--- config.mk ---
export PLATFORM = sky130hd
export DESIGN_NAME = pll_dyn_ctrl
export DESIGN_NICKNAME = d
export VERILOG_FILES = /design/src/rtl/pll_cfg_pkg.sv /design/src/rtl/pll_lock_sync.sv /design/src/rtl/pll_dyn_ctrl.sv
export SDC_FILE = /design/constraint.sdc
export NUM_CORES = 1
export LEC_CHECK = 0
export ABC_AREA = 1
export CORE_MARGIN = 5
export CORE_UTILIZATION = 39
export CTS_CLUSTER_DIAMETER = 150
export DETAILED_ROUTE_END_ITERATION = 12
export PLACE_DENSITY = 0.6
export REMOVE_ABC_BUFFERS = 1
export SLEW_MARGIN = 20
export SYNTH_ARGS = -nofsm -noshare
export SYNTH_HDL_FRONTEND = slang
export SYNTH_SLANG_ARGS = --single-unit
--- constraint.sdc ---
create_clock -name clkin1 -period 14.4 [get_ports clkin1]
set_clock_uncertainty 0.2 [all_clocks]
set_input_delay 1.44 -clock clkin1 [delete_from_list [all_inputs] [get_ports clkin1]]
set_output_delay 1.44 -clock clkin1 [all_outputs]
set_load 0.01 [all_outputs]
--- src/rtl/pll_cfg_pkg.sv ---
`default_nettype none
// ============================================================================
// Module      : pll_cfg_pkg
// Description : Shared definitions for the video PLL dynamic controller:
//               controller state encoding, divider field width, power-up
//               divider/duty defaults and the zero-field clamp helper.
// Revision    : 1.0 - initial release
// ============================================================================
package pll_cfg_pkg;

  localparam int RATIO_W = 10;

  // Power-up operating point: 50 MHz reference / 2 * 25 gives a 625 MHz VCO.
  // Output dividers {out2, out1, out0} = {26, 5, 25}. out0 is in the LSBs.
  localparam logic [RATIO_W-1:0]   VID_RATIOI = 10'd2;
  localparam logic [RATIO_W-1:0]   VID_RATIOF = 10'd25;
  localparam logic [3*RATIO_W-1:0] VID_RATIO  = {10'd26, 10'd5, 10'd25};
  localparam logic [3*RATIO_W-1:0] VID_DUTY   = {10'd26, 10'd5, 10'd25};

  typedef enum logic [2:0] {
    ST_RST_HOLD   = 3'd0,
    ST_WAIT_LOCK  = 3'd1,
    ST_STABLE_CHK = 3'd2,
    ST_RUN        = 3'd3,
    ST_FAIL       = 3'd4
  } pll_state_t;

  // The PLL treats a zero divider as illegal, so a zero field becomes 1.
  function automatic logic [RATIO_W-1:0] clamp_ratio(input logic [RATIO_W-1:0] v);
    return (v == '0) ? RATIO_W'(1) : v;
  endfunction

endpackage
`default_nettype wire

--- src/rtl/pll_lock_sync.sv ---
`default_nettype none
// ============================================================================
// Module      : pll_lock_sync
// Description : Multi-flop synchroniser bringing the asynchronous PLL LOCK
//               flag into the controller clock domain.
// Ports       : clk      - destination clock
//               rst      - asynchronous active-high reset (clears the chain)
//               async_in - asynchronous input
//               sync_out - synchronised output, DEPTH cycles of latency
// Revision    : 1.0 - initial release
// ============================================================================
module pll_lock_sync #(
  parameter int DEPTH = 2   // must be 2 or more
) (
  input  logic clk,
  input  logic rst,
  input  logic async_in,
  output logic sync_out
);

  logic [DEPTH-1:0] stages;

  always_ff @(posedge clk or posedge rst) begin
    if (rst) begin
      stages <= '0;
    end else begin
      stages <= {stages[DEPTH-2:0], async_in};
    end
  end

  assign sync_out = stages[DEPTH-1];

endmodule
`default_nettype wire

--- src/rtl/pll_dyn_ctrl.sv ---
`default_nettype none
// ============================================================================
// Module      : pll_dyn_ctrl
// Description : Run-time reconfiguration and lock supervision for the video
//               PLL. Sequences PLL reset around divider changes, qualifies
//               lock, gates output clocks until lock is stable, retries on
//               lock timeout and flags failure when retries run out.
// Ports       : clkin1        - free-running reference, sole clock
//               pll_rst       - asynchronous active-high reset
//               cfg_valid/cfg_ready - new-configuration handshake
//               cfg_ratioi/cfg_ratiof/cfg_ratio/cfg_duty - requested ratios
//               pll_lock      - raw asynchronous PLL LOCK
//               dyn_idiv/dyn_fdiv/dyn_odiv/dyn_duty - to PLL dynamic ports
//               pll_core_rst  - to PLL RST
//               clk_en        - per-output clock enables (CLKOUTn_SYN)
//               locked        - qualified lock
//               busy          - sequencing in progress (not RUN / FAIL)
//               err           - sticky retry-exhausted flag
//               retry_cnt     - failed attempts in the current sequence
// Revision    : 1.0 - initial release
// ============================================================================
module pll_dyn_ctrl #(
  parameter int                              NUM_OUT          = 3,
  // Must match pll_cfg_pkg::RATIO_W; the clamp helper is sized by it.
  parameter int                              RATIO_W          = pll_cfg_pkg::RATIO_W,
  parameter logic [RATIO_W-1:0]              DEF_RATIOI       = pll_cfg_pkg::VID_RATIOI,
  parameter logic [RATIO_W-1:0]              DEF_RATIOF       = pll_cfg_pkg::VID_RATIOF,
  parameter logic [NUM_OUT*RATIO_W-1:0]      DEF_RATIO        = pll_cfg_pkg::VID_RATIO,
  parameter logic [NUM_OUT*RATIO_W-1:0]      DEF_DUTY         = pll_cfg_pkg::VID_DUTY,
  parameter int                              RST_HOLD_CYC     = 16,
  parameter int                              LOCK_STABLE_CYC  = 1024,  // 2 or more
  parameter int                              LOCK_TIMEOUT_CYC = 65536,
  parameter int                              MAX_RETRY        = 3
) (
  input  logic                               clkin1,
  input  logic                               pll_rst,
  input  logic                               cfg_valid,
  output logic                               cfg_ready,
  input  logic [RATIO_W-1:0]                 cfg_ratioi,
  input  logic [RATIO_W-1:0]                 cfg_ratiof,
  input  logic [NUM_OUT*RATIO_W-1:0]         cfg_ratio,
  input  logic [NUM_OUT*RATIO_W-1:0]         cfg_duty,
  input  logic                               pll_lock,
  output logic [RATIO_W-1:0]                 dyn_idiv,
  output logic [RATIO_W-1:0]                 dyn_fdiv,
  output logic [NUM_OUT*RATIO_W-1:0]         dyn_odiv,
  output logic [NUM_OUT*RATIO_W-1:0]         dyn_duty,
  output logic                               pll_core_rst,
  output logic [NUM_OUT-1:0]                 clk_en,
  output logic                               locked,
  output logic                               busy,
  output logic                               err,
  output logic [$clog2(MAX_RETRY+1)-1:0]     retry_cnt
);

  import pll_cfg_pkg::*;

  // One down-counter is shared by the three timed states.
  localparam int MAX_AB  = (RST_HOLD_CYC > LOCK_STABLE_CYC) ? RST_HOLD_CYC : LOCK_STABLE_CYC;
  localparam int MAX_CYC = (MAX_AB > LOCK_TIMEOUT_CYC) ? MAX_AB : LOCK_TIMEOUT_CYC;
  localparam int CNT_W   = $clog2(MAX_CYC) + 1;
  localparam int RETRY_W = $clog2(MAX_RETRY + 1);

  localparam logic [CNT_W-1:0] HOLD_LOAD = CNT_W'(RST_HOLD_CYC - 1);
  localparam logic [CNT_W-1:0] TMO_LOAD  = CNT_W'(LOCK_TIMEOUT_CYC - 1);
  // The WAIT_LOCK cycle that first sees lock_s high is the first stable
  // cycle, so STABLE_CHK itself only has to cover LOCK_STABLE_CYC-1 cycles.
  localparam logic [CNT_W-1:0] STB_LOAD  = CNT_W'(LOCK_STABLE_CYC - 2);
  localparam logic [RETRY_W-1:0] RETRY_LAST = RETRY_W'(MAX_RETRY - 1);

  pll_state_t               state, state_nxt;
  logic [CNT_W-1:0]         cnt, cnt_nxt;
  logic [RETRY_W-1:0]       retry_nxt;
  logic                     err_nxt;
  logic                     lock_s;
  logic                     accept;

  logic [RATIO_W-1:0]         shadow_idiv, shadow_fdiv;
  logic [NUM_OUT*RATIO_W-1:0] shadow_odiv, shadow_duty;
  logic [NUM_OUT*RATIO_W-1:0] cfg_ratio_c, cfg_duty_c;

  pll_lock_sync #(
    .DEPTH    (2)
  ) u_lock_sync (
    .clk      (clkin1),
    .rst      (pll_rst),
    .async_in (pll_lock),
    .sync_out (lock_s)
  );

  // cfg_ready is only high in RUN and FAIL, so accept implies one of them.
  assign accept = cfg_valid && cfg_ready;

  generate
    for (genvar i = 0; i < NUM_OUT; i++) begin : g_clamp
      assign cfg_ratio_c[i*RATIO_W +: RATIO_W] = clamp_ratio(cfg_ratio[i*RATIO_W +: RATIO_W]);
      assign cfg_duty_c[i*RATIO_W +: RATIO_W]  = clamp_ratio(cfg_duty[i*RATIO_W +: RATIO_W]);
    end
  endgenerate

  // --------------------------------------------------------------------------
  // Next-state logic
  // --------------------------------------------------------------------------
  always_comb begin
    state_nxt = state;
    cnt_nxt   = cnt;
    retry_nxt = retry_cnt;
    err_nxt   = err;

    unique case (state)
      ST_RST_HOLD: begin
        if (cnt == '0) begin
          state_nxt = ST_WAIT_LOCK;
          cnt_nxt   = TMO_LOAD;
        end else begin
          cnt_nxt   = cnt - CNT_W'(1);
        end
      end

      ST_WAIT_LOCK: begin
        if (lock_s) begin
          state_nxt = ST_STABLE_CHK;
          cnt_nxt   = STB_LOAD;
        end else if (cnt == '0) begin
          retry_nxt = retry_cnt + RETRY_W'(1);
          if (retry_cnt == RETRY_LAST) begin
            state_nxt = ST_FAIL;
            err_nxt   = 1'b1;
          end else begin
            state_nxt = ST_RST_HOLD;
            cnt_nxt   = HOLD_LOAD;
          end
        end else begin
          cnt_nxt   = cnt - CNT_W'(1);
        end
      end

      ST_STABLE_CHK: begin
        if (!lock_s) begin
          state_nxt = ST_WAIT_LOCK;
          cnt_nxt   = TMO_LOAD;
        end else if (cnt == '0) begin
          state_nxt = ST_RUN;
          retry_nxt = '0;
        end else begin
          cnt_nxt   = cnt - CNT_W'(1);
        end
      end

      ST_RUN: begin
        retry_nxt = '0;
        if (!lock_s) begin
          state_nxt = ST_RST_HOLD;
          cnt_nxt   = HOLD_LOAD;
        end
      end

      ST_FAIL: begin
        // Parked with the PLL in reset until a new configuration arrives.
      end

      default: begin
        state_nxt = ST_RST_HOLD;
        cnt_nxt   = HOLD_LOAD;
      end
    endcase

    // A configuration accept overrides a simultaneous lock loss in RUN.
    if (accept) begin
      state_nxt = ST_RST_HOLD;
      cnt_nxt   = HOLD_LOAD;
      retry_nxt = '0;
      err_nxt   = 1'b0;
    end
  end

  // --------------------------------------------------------------------------
  // State, counter and status registers
  // --------------------------------------------------------------------------
  always_ff @(posedge clkin1 or posedge pll_rst) begin
    if (pll_rst) begin
      state     <= ST_RST_HOLD;
      cnt       <= HOLD_LOAD;
      retry_cnt <= '0;
      err       <= 1'b0;
    end else begin
      state     <= state_nxt;
      cnt       <= cnt_nxt;
      retry_cnt <= retry_nxt;
      err       <= err_nxt;
    end
  end

  // Outputs are decoded from the next state so they change on the same edge
  // as the state transition while still coming straight from flops.
  always_ff @(posedge clkin1 or posedge pll_rst) begin
    if (pll_rst) begin
      pll_core_rst <= 1'b1;
      clk_en       <= '0;
      locked       <= 1'b0;
      busy         <= 1'b1;
      cfg_ready    <= 1'b0;
    end else begin
      pll_core_rst <= (state_nxt == ST_RST_HOLD) || (state_nxt == ST_FAIL);
      clk_en       <= {NUM_OUT{state_nxt == ST_RUN}};
      locked       <= (state_nxt == ST_RUN);
      busy         <= !((state_nxt == ST_RUN) || (state_nxt == ST_FAIL));
      cfg_ready    <= (state_nxt == ST_RUN) || (state_nxt == ST_FAIL);
    end
  end

  // --------------------------------------------------------------------------
  // Shadow and dynamic ratio registers. The shadow only changes on accept
  // (never inside RST_HOLD), so copying it throughout RST_HOLD has the same
  // effect as a first-cycle load and keeps dyn_* moving only under PLL reset.
  // --------------------------------------------------------------------------
  always_ff @(posedge clkin1 or posedge pll_rst) begin
    if (pll_rst) begin
      shadow_idiv <= DEF_RATIOI;
      shadow_fdiv <= DEF_RATIOF;
      shadow_odiv <= DEF_RATIO;
      shadow_duty <= DEF_DUTY;
      dyn_idiv    <= DEF_RATIOI;
      dyn_fdiv    <= DEF_RATIOF;
      dyn_odiv    <= DEF_RATIO;
      dyn_duty    <= DEF_DUTY;
    end else begin
      if (accept) begin
        shadow_idiv <= clamp_ratio(cfg_ratioi);
        shadow_fdiv <= clamp_ratio(cfg_ratiof);
        shadow_odiv <= cfg_ratio_c;
        shadow_duty <= cfg_duty_c;
      end
      if (state == ST_RST_HOLD) begin
        dyn_idiv <= shadow_idiv;
        dyn_fdiv <= shadow_fdiv;
        dyn_odiv <= shadow_odiv;
        dyn_duty <= shadow_duty;
      end
    end
  end

endmodule
`default_nettype wire

## Word level (Yosys, flattened, before mapping)

Index checks and enable logic that the tools add are counted.
W data, S select, Z words.

| storage, ports and cells | value |
|---|---|
| bits in registers | 190 |
| latch bits | 0 |
| memory bits (writable) | 0 |
| ROM bits | 0 |
| bits of input ports | 84 |
| output and inout bits | 90 |
| logic and storage cells | 95 |
| memories kept | 0 |

| cells by class | value |
|---|---|
| add/sub/neg operators | 2 |
| $mul | 0 |
| div/mod/pow operators | 0 |
| $lt $le $gt $ge | 0 |
| equal/unequal tests | 16 |
| shifts and indexed selects | 0 |
| mux-type cells | 37 |
| bitwise logic cells | 0 |
| reduce and logical (&&, ||, !) cells | 22 |

Operator list:

| cell | number |
|---|---|
| $mux W17 | 8 |
| $pmux W17 S5 | 1 |
| $logic_not A10 Y1 | 8 |
| $mux W10 | 8 |
| $mux W3 | 8 |
| $logic_not A17 Y1 | 1 |
| $sub A17 B1 Y17 const B | 1 |
| $pmux W3 S5 | 1 |
| $ne A3 B3 Y1 const B | 4 |
| $mux W2 | 5 |
| $eq A3 B2 Y1 const B | 3 |
| $reduce_and A4 Y1 | 2 |
| $eq A3 B3 Y1 const B | 2 |
| $logic_not A3 Y1 | 2 |
| $pmux W2 S3 | 1 |
| $reduce_bool A2 Y1 | 3 |
| $mux W1 | 5 |
| $ne A5 B4 Y1 const B | 1 |
| $reduce_and A5 Y1 | 1 |
| $ne A2 B2 Y1 const B | 2 |
| $ne A4 B4 Y1 const B | 1 |
| $reduce_bool A4 Y1 | 1 |
| $eq A3 B1 Y1 const B | 1 |
| $ne A3 B2 Y1 const B | 1 |
| other kinds (5) | 6 |

## Logic depth before layout (Yosys ltp)

Gate-level depths: netlist of run 1.

| depth | value |
|---|---|
| depth in word-level cells | 9 |
| depth in mapped cells | 12 |
| mapped depth without buffers | 12 |

## Cells and area by module

A second synthesis of run 1 with hierarchy kept.

| second synthesis, totals | value |
|---|---|
| cells, all modules | 1009 |
| area total of the unflattened synthesis | 8291.7 µm² |

By module, submodules not included:

| module | instances | cells each | area each (µm²) | seq. area each (µm²) |
|---|---|---|---|---|
| pll_dyn_ctrl | 1 | 1006 | 8237.9 | 4737.0 |
| pll_lock_sync | 1 | 3 | 53.8 | 50.0 |

## Worst setup path before layout of run 1

Ideal clock, no wire load.

| timing | value |
|---|---|
| path type | input port to flip-flop |
| start | input cfg_valid |
| end | register cnt[12] |
| library setup time | 0.066 ns |
| data arrival time | 2.430 ns |
| data required time | 14.134 ns |
| path slack | 11.705 ns |
| stages | 9 |
| path buffers | 2 |
| path through | nand2_2 > inv_2 > buf_6 > nor2_1 > inv_1 > nor3_2 > buf_4 > nand2_1 > nand2_1 |

| on the way | value |
|---|---|
| cells in the longest elaborated chain, start to end | 3 |
| elaborated cells on any way between the ends | 7 |
| those cells by class | 4 x eq/ne; 1 x mux; 2 x reduce/logical |

Ends and longest elaborated chain:

| item | line | RTL |
|---|---|---|
| from (decl) | pll_dyn_ctrl.sv:37 | `input logic cfg_valid,` |
| $logic_and A1 B1 Y1 (*) | pll_dyn_ctrl.sv:92 | `assign accept = cfg_valid && cfg_ready;` |
| $ne A5 B4 Y1 (no line), or another cell as far along | - |  |
| $reduce_and A4 Y1 (no line) | - |  |
| to (signal assigned) | pll_dyn_ctrl.sv:188 | `cnt <= cnt_nxt;` |
| to (decl) | pll_dyn_ctrl.sv:72 | `logic [CNT_W-1:0] cnt, cnt_nxt;` |

Every way passes the cells marked *; elsewhere a longest branch is shown, timed or not.
A chain may end at the register's enable or synchronous reset.

## Final worst setup path of run 1

Ends and elaborated chain as after synthesis.

==> flow_metrics.py, run 1 <==
metrics = {
    "worst_setup_path": {
        "critical_path.max_stage_delay_ns": 0.77,
        "path_class": "in2reg",
        "cp.arrival_ns": 4.31,
        "cp-start-kind": "input pin",
        "path_delay_family": "simple AND/OR/NAND/NOR gates",
        "crit_path_cell_trace": "clkdlybuf4s50_1 -> nand2_4 -> inv_2 -> nor2_1 -> inv_1 -> nor3_2 -> nand2_1 -> nand2_1",
        "end_kind": "flip-flop",
        "crit_top_cell": "nand2_1",
        "cpMaxStageDelayCell": "nor3_2",
        "path_max_fanout": 72,
        "path_buf_inv": 3,
        "critical_path_required_ns": 14.56,
    },
    "sta": {
        "hold_violations": 0,
        "tns_ns": 0,
        "drv_slew": 0,
        "fin_crit_sh_pct": 28.8,
        "rsz0062_at_grt": "no",
        "fmax_ghz": 0.241,
        "worst_slew_pin_slew_ns": 0.918,
        "min_period_ns": 4.15,
        "final-setup-viol-count": 0,
        "fin_hold_ws_ns": 0.149,
        "slew_headroom_pct": 38.5,
    },
    "synthesis": {
        "synthAdderAreaFrac_pct": 0.445,
        "synth_top_family_by_area": "simple AND/OR/NAND/NOR gates",
        "synth_compound_area_share_pct": 6.28,
        "syn_area_um2": 8440,
        "yosysSeqAreaShare_pct": 56.7,
        "muxShareOfSynthArea_pct": 0,
        "avgSynthCellArea_um2": 8.10,
        "ys_seq_elements": 189,
        "yosys.area_share.simple_pct": 29.0,
        "synth-xor-area-share_pct": 0.207,
        "synth_cells": 1042,
        "yosysUniqueCellTypes": 31,
        "ys_warn_count": 0,
    },
    "global_route": {
        "grt_usage_pct": 17.8,
        "grt_max_degree": 124,
        "grt_pass1_wl_um": 35600,
        "grt_pass1_vias": 6928,
        "antenna_found_initial": 1,
        "grt_overflow": 0,
    },
    "drt": {
        "vias": 7060,
        "wirelength_um": 21400,
        "drtAntennaViolNets": 0,
        "drtPass1Iterations": 6,
        "drc": 0,
        "drtIter0Drc": 387,
        "wire_per_inst_um": 14.5,
        "viasPerCell": 4.77,
    },
    "finish": {
        "nets": 1279,
        "area_growth_syn_to_layout_pct": 29.7,
        "diodes": 0,
        "n_fill_cell": 2037,
        "fin_area_um2": 11000,
        "final_layout_size_suffix_gt1_share_pct": 9.05,
    },
    "floorplanning": {
        "core-area_um2": 21200,
        "io_pins": 174,
        "die_h_um": 157,
        "start_util_pct": 39.9,
        "row_count": 53,
        "dieArea_um2": 24700,
        "die_w_um": 157,
    },
    "power_and_ir_drop": {
        "p_leak_nw": 5.49,
        "vdd_drop_max_v": 0.000123,
        "powerDensity_nw_per_um2": 166,
    },
    "clocking": {
        "cts_tree": "done",
        "cts_root_buf": "clkbuf_16",
        "clkTransAtPathRegs_ns": 0.07,
        "h-tree-depth": 4,
        "clock_latency_ns": 0.43,
        "cts-buffers-inserted": 17,
        "cts_sinks": 189,
        "ctsHoldBuffers": 0,
        "cts_setup_buffers": 0,
        "cts_buffer_depth": 2,
        "cts_resized": 0,
    },
    "place": {
        "io_buffers": 173,
        "place_area_um2": 10400,
        "dp_hpwl_um": 14300,
        "gp_routability_congestion": 0.831,
    },
    "hold_path": {
        "min_path_type": "reg2reg",
    },
    "flow_run": {
        "maxCapViolCount": 0,
    },
    "status": {
        "outcome": "finished clean",
    },
}
## state kept, by name (all words and copies together) (netlist names), 17 cells and up
register	count
shadow_duty	30
dyn_duty	30
cnt	17
shadow_odiv	30
dyn_odiv	30
## routing by layer
metal	global-route usage, %	vias up	share of wire [%]
li1	-	3529	-
met1	25.2	3342	47
met5	0	-	0.061
met4	3.93	2	1.2
met2	27.2	167	45
met3	5.53	20	6.5
## final cells by class
cell class / count / area [µm²] / area share, %
clock buffer: 18 / 429 / 3.92
clock inverter: 14 / 173 / 1.58
inverter: 107 / 409 / 3.74
multi-input combinational: 700 / 3050 / 27.8
sequential: 189 / 4790 / 43.7
tap: 275 / 344 / 3.14
timing repair buffer: 177 / 1760 / 16.1
## power by group
part	switching, mW	internal (mW)
logic	0.341	0.238
clock network	0.230	0.250
registers	0.0881	0.676
## logic make-up (layout without fill, tap and decap cells)
logic type                 count (synthesis)  count (layout)
adders and majority gates                  3               3
buffers and inverters                    153             316
AOI/OAI and AO/OA                        104             104
and+or+nand+nor                          591             591
xor gates and xnor gates                   2               2
DFF                                      189             189
## path summary, 6_finish.rpt
check	end	startpoint	slack, ns	depth (start not counted)
worst max-delay path	cnt[12]	cfg_valid	10.25	8
worst min-delay path	u_lock_sync.stages[1]	u_lock_sync.stages[0]	0.15	0
worst max register to register	cnt[12]	cfg_ready	11.23	7
worst min register to register	u_lock_sync.stages[1]	u_lock_sync.stages[0]	0.15	0
max in group asynchronous	dyn_duty[25]	pll_rst	11.23	3
min in group asynchronous	dyn_idiv[5]	pll_rst	1.37	2
## cell usage in the layout (no fill, tap or decap), drive strengths merged
cell type / synthesis / routed
nor2: 48 / 48
and2: 1 / 1
clkinvlp: 0 / 1
xor2: 2 / 2
nor3: 10 / 10
dfstp: 46 / 46
buf: 19 / 4
or2: 7 / 7
nand4: 20 / 20
nand3: 59 / 59
nor4: 1 / 1
clkinv: 0 / 4
nand2: 445 / 445
o21bai: 2 / 2
dfrtp: 143 / 143
clkbuf: 27 / 18
o21ai: 98 / 98
ha: 3 / 3
inv: 107 / 115
bufinv: 0 / 1
clkdlybuf4s50: 0 / 173
o211ai: 2 / 2
a21oi: 2 / 2
## cells in the mapped netlist
cell type  instances  area (µm²)
nand2_1          439        1650
dfrtp_1          143        3580
inv_1            104         390
o21ai_0           97         485
nand3_1           59         295
dfstp_2           46        1210
nor2_1            40         150
clkbuf_1          26        97.6
nand4_1           20         125
buf_2             12        60.1
nor3_1             9        45.0
or2_2              7        43.8
nor2_2             5        31.3
buf_4              4        30.0
nand2_2            4        25.0
ha_1               3        37.5
inv_2              3        11.3
nor2_4             3        33.8
a21oi_1            2        10.0
buf_6              2        22.5
o211ai_1           2        15.0
o21bai_1           2        15.0
xor2_1             2        17.5
and2_1             1        6.26
buf_1              1        3.75
clkbuf_2           1        5.00
nand2_4            1        11.3
nand2_8            1        20.0
nor3_2             1        10.0
nor4_1             1        6.26
o21ai_1            1        5.00
## worst reg2reg max path, cell delays in order (launching register included)
cell	delay [ns]
dfrtp_1	0.45
nand2_4	0.53
inv_2	0.50
nor2_1	0.30
inv_1	0.12
nor3_2	0.77
nand2_1	0.14
nand2_1	0.09
## per-stage QoR
stage	instances	total power, mW	worst slack [ns]	utilization [%]
finish	1480	1.82	10.25	51.8
CTS	1480	1.85	10.27	51.8
detailed placement	1448	1.36	9.87	48.9
global route	1480	1.96	10.02	51.8
floorplan	996	1.09	7.69	-
global placement	1448	1.35	9.97	48.9
(Power assumes the default switching activity.)
==> run 2, diff against run 1 <==
--- a/config.mk
+++ b/config.mk
@@ -10,7 +10,7 @@
 export CORE_UTILIZATION = 39
 export CTS_CLUSTER_DIAMETER = 150
 export DETAILED_ROUTE_END_ITERATION = 12
-export PLACE_DENSITY = 0.6
+export PLACE_DENSITY = 0.62
 export REMOVE_ABC_BUFFERS = 1
 export SLEW_MARGIN = 20
 export SYNTH_ARGS = -nofsm -noshare
==> constraint.sdc (replaced) <==
create_clock -name clkin1 -period 3.5 [get_ports clkin1]
set_clock_uncertainty 0.2 [all_clocks]
set_input_delay 0.35 -clock clkin1 [delete_from_list [all_inputs] [get_ports clkin1]]
set_output_delay 0.35 -clock clkin1 [all_outputs]
set_load 0.01 [all_outputs]
==> run 2 against run 1 <==
Against the previous run:
- sequential power grew to 4.1 times the previous value
- final area rose by 0.83%
- utilization grew 0.43 points
- die area is the same
- global-route usage down 0.66 points
- non-clock buffer count up 3
- sequential cell count unchanged
- clock power grew to 4.1 times the previous value
- via count fell by 1.3%
- wire length decreased by 3.6%
- largest power group unchanged
==> flow_metrics.py, run 2 (synthesized netlist as in run 1, its figures left out) <==
metrics = {
    "status": {
        "outcome": "finished clean",
    },
    "sta": {
        "fin_hold_ws_ns": 0.151,
        "hold_violations": 0,
        "worst_slew_pin_slew_ns": 0.811,
        "fin_crit_sh_pct": 73.2,
        "fmax_ghz": 0.390,
        "tns_ns": 0,
        "worst_slack_ns": 0.937,
        "final-setup-viol-count": 0,
        "rsz0062_at_grt": "no",
        "slew_headroom_pct": 45.6,
        "min_period_ns": 2.56,
        "drv_slew": 0,
    },
    "floorplanning": {
        "core-area_um2": 21200,
        "row_count": 53,
        "die_w_um": 157,
        "die_h_um": 157,
        "start_util_pct": 39.9,
        "io_pins": 174,
        "dieArea_um2": 24700,
    },
    "worst_setup_path": {
        "cp-start-kind": "flip-flop",
        "cp.arrival_ns": 2.73,
        "path_class": "reg2reg",
        "reg2regPathDepth": 6,
        "r2r_slack_ns": 0.94,
        "r2r-end": "dyn_fdiv[9]",
        "r2r-start": "state[1]",
        "critical_path_required_ns": 3.66,
        "path_max_fanout": 39,
        "end_kind": "flip-flop",
    },
    "global_route": {
        "antenna_found_initial": 1,
        "grt_pass1_vias": 6840,
        "grt_usage_pct": 17.2,
        "grt_overflow": 0,
        "grt_pass1_wl_um": 34400,
        "grt_max_degree": 160,
    },
    "clocking": {
        "cts_tree": "done",
        "cts_setup_buffers": 0,
        "cts_buffer_depth": 2,
        "cts_resized": 0,
        "ctsHoldBuffers": 0,
        "cts_root_buf": "clkbuf_16",
        "cts_sinks": 189,
        "cts-buffers-inserted": 17,
        "clock_latency_ns": 0.43,
        "clkTransAtPathRegs_ns": 0.08,
        "h-tree-depth": 4,
    },
    "hold_path": {
        "hold_depth": 0,
        "min_path_type": "reg2reg",
        "holdPathEnd": "u_lock_sync.stages[1]",
        "hold_start": "u_lock_sync.stages[0]",
    },
    "finish": {
        "n_fill_cell": 2052,
        "multiInputGateArea_um2": 3050,
        "diodes": 0,
        "seqCellArea_um2": 4790,
        "final_layout_size_suffix_gt1_share_pct": 9.35,
        "mostFrequentLayoutCells": "nand2_1 (438), clkdlybuf4s50_1 (173), dfrtp_1 (143), inv_1 (102), o21ai_0 (97)",
        "area_growth_syn_to_layout_pct": 30.8,
        "nets": 1282,
        "fin_area_um2": 11000,
        "layout_commonest_cell": "nand2_1",
    },
    "flow_run": {
        "maxCapViolCount": 0,
    },
    "drt": {
        "wire_per_inst_um": 13.9,
        "viasPerCell": 4.70,
        "wirelength_um": 20600,
        "vias": 6965,
        "drtAntennaViolNets": 0,
        "drtIter0Drc": 354,
        "drc": 0,
        "drtPass1Iterations": 5,
    },
    "power_and_ir_drop": {
        "powerDensity_nw_per_um2": 680,
        "p_leak_nw": 5.53,
        "vdd_drop_max_v": 0.000381,
    },
    "place": {
        "gp_routability_congestion": 0.911,
        "dp_hpwl_um": 13900,
        "place_area_um2": 10400,
        "dp_slack_ns": 0.936,
        "io_buffers": 173,
    },
}
## run 2: cell types whose count changed in the layout (fill, tap and decap cells not counted), moves of 2 or more
cell,before,now
clkinv_8,3,7
inv_8,4,6
inv_12,0,2
buf_12,0,3
inv_6,5,0
## run 2: worst max path at each step
stage	start	endpoint	slack, ns	cells after the start
3_3_place_gp	state[1]	dyn_idiv[7]	1.03	6
3_5_place_dp	state[1]	dyn_duty[13]	0.94	6
2_1_floorplan	pll_rst	cfg_ready	-2.12	1
5_1_grt	state[1]	dyn_duty[15]	0.74	6
6_report	state[1]	dyn_fdiv[9]	0.94	6
4_1_cts	state[1]	dyn_fdiv[9]	0.92	6
## run 2: through the flow
stage | utilization [%] | instances | total power [mW]
2_1_floorplan | - | 996 | 4.47
3_3_place_gp | 49.2 | 1451 | 5.54
3_5_place_dp | 49.2 | 1451 | 5.58
4_1_cts | 52.2 | 1483 | 7.61
5_1_grt | 52.2 | 1483 | 8.05
6_report | 52.2 | 1483 | 7.51
## run 2: routing by layer
layer	part of all wire, %	vias up	wire (µm)	global-route usage (%)
met5	0.034	-	7	0
met4	1.4	2	283	4.10
met3	6.5	24	1350	5.28
met2	46	151	9530	27.0
met1	46	3262	9480	23.5
li1	-	3526	-	-
## run 2: power breakdown
group	internal, mW	total, mW	switching [mW]
Combinational	0.992	2.38	1.39
Clock	0.993	1.99	0.997
Sequential	2.78	3.14	0.357
Total	4.77	7.51	2.74
## run 2: final cells by class
type                            count  share of cell area, %
Sequential cell                   189                   43.3
Multi-Input combinational cell    700                   27.6
Clock inverter                     15                   1.88
Timing Repair Buffer              180                   16.5
Tap cell                          275                   3.12
Inverter                          107                   3.70
Clock buffer                       17                   3.85
## run 2: worst max-delay path, stage by stage, from the launching register on
cell,delay (ns)
dfrtp_1,0.43
nor2_1,0.30
nand2_4,0.33
inv_2,0.59
buf_4,0.44
nand2_1,0.09
nand2_1,0.08
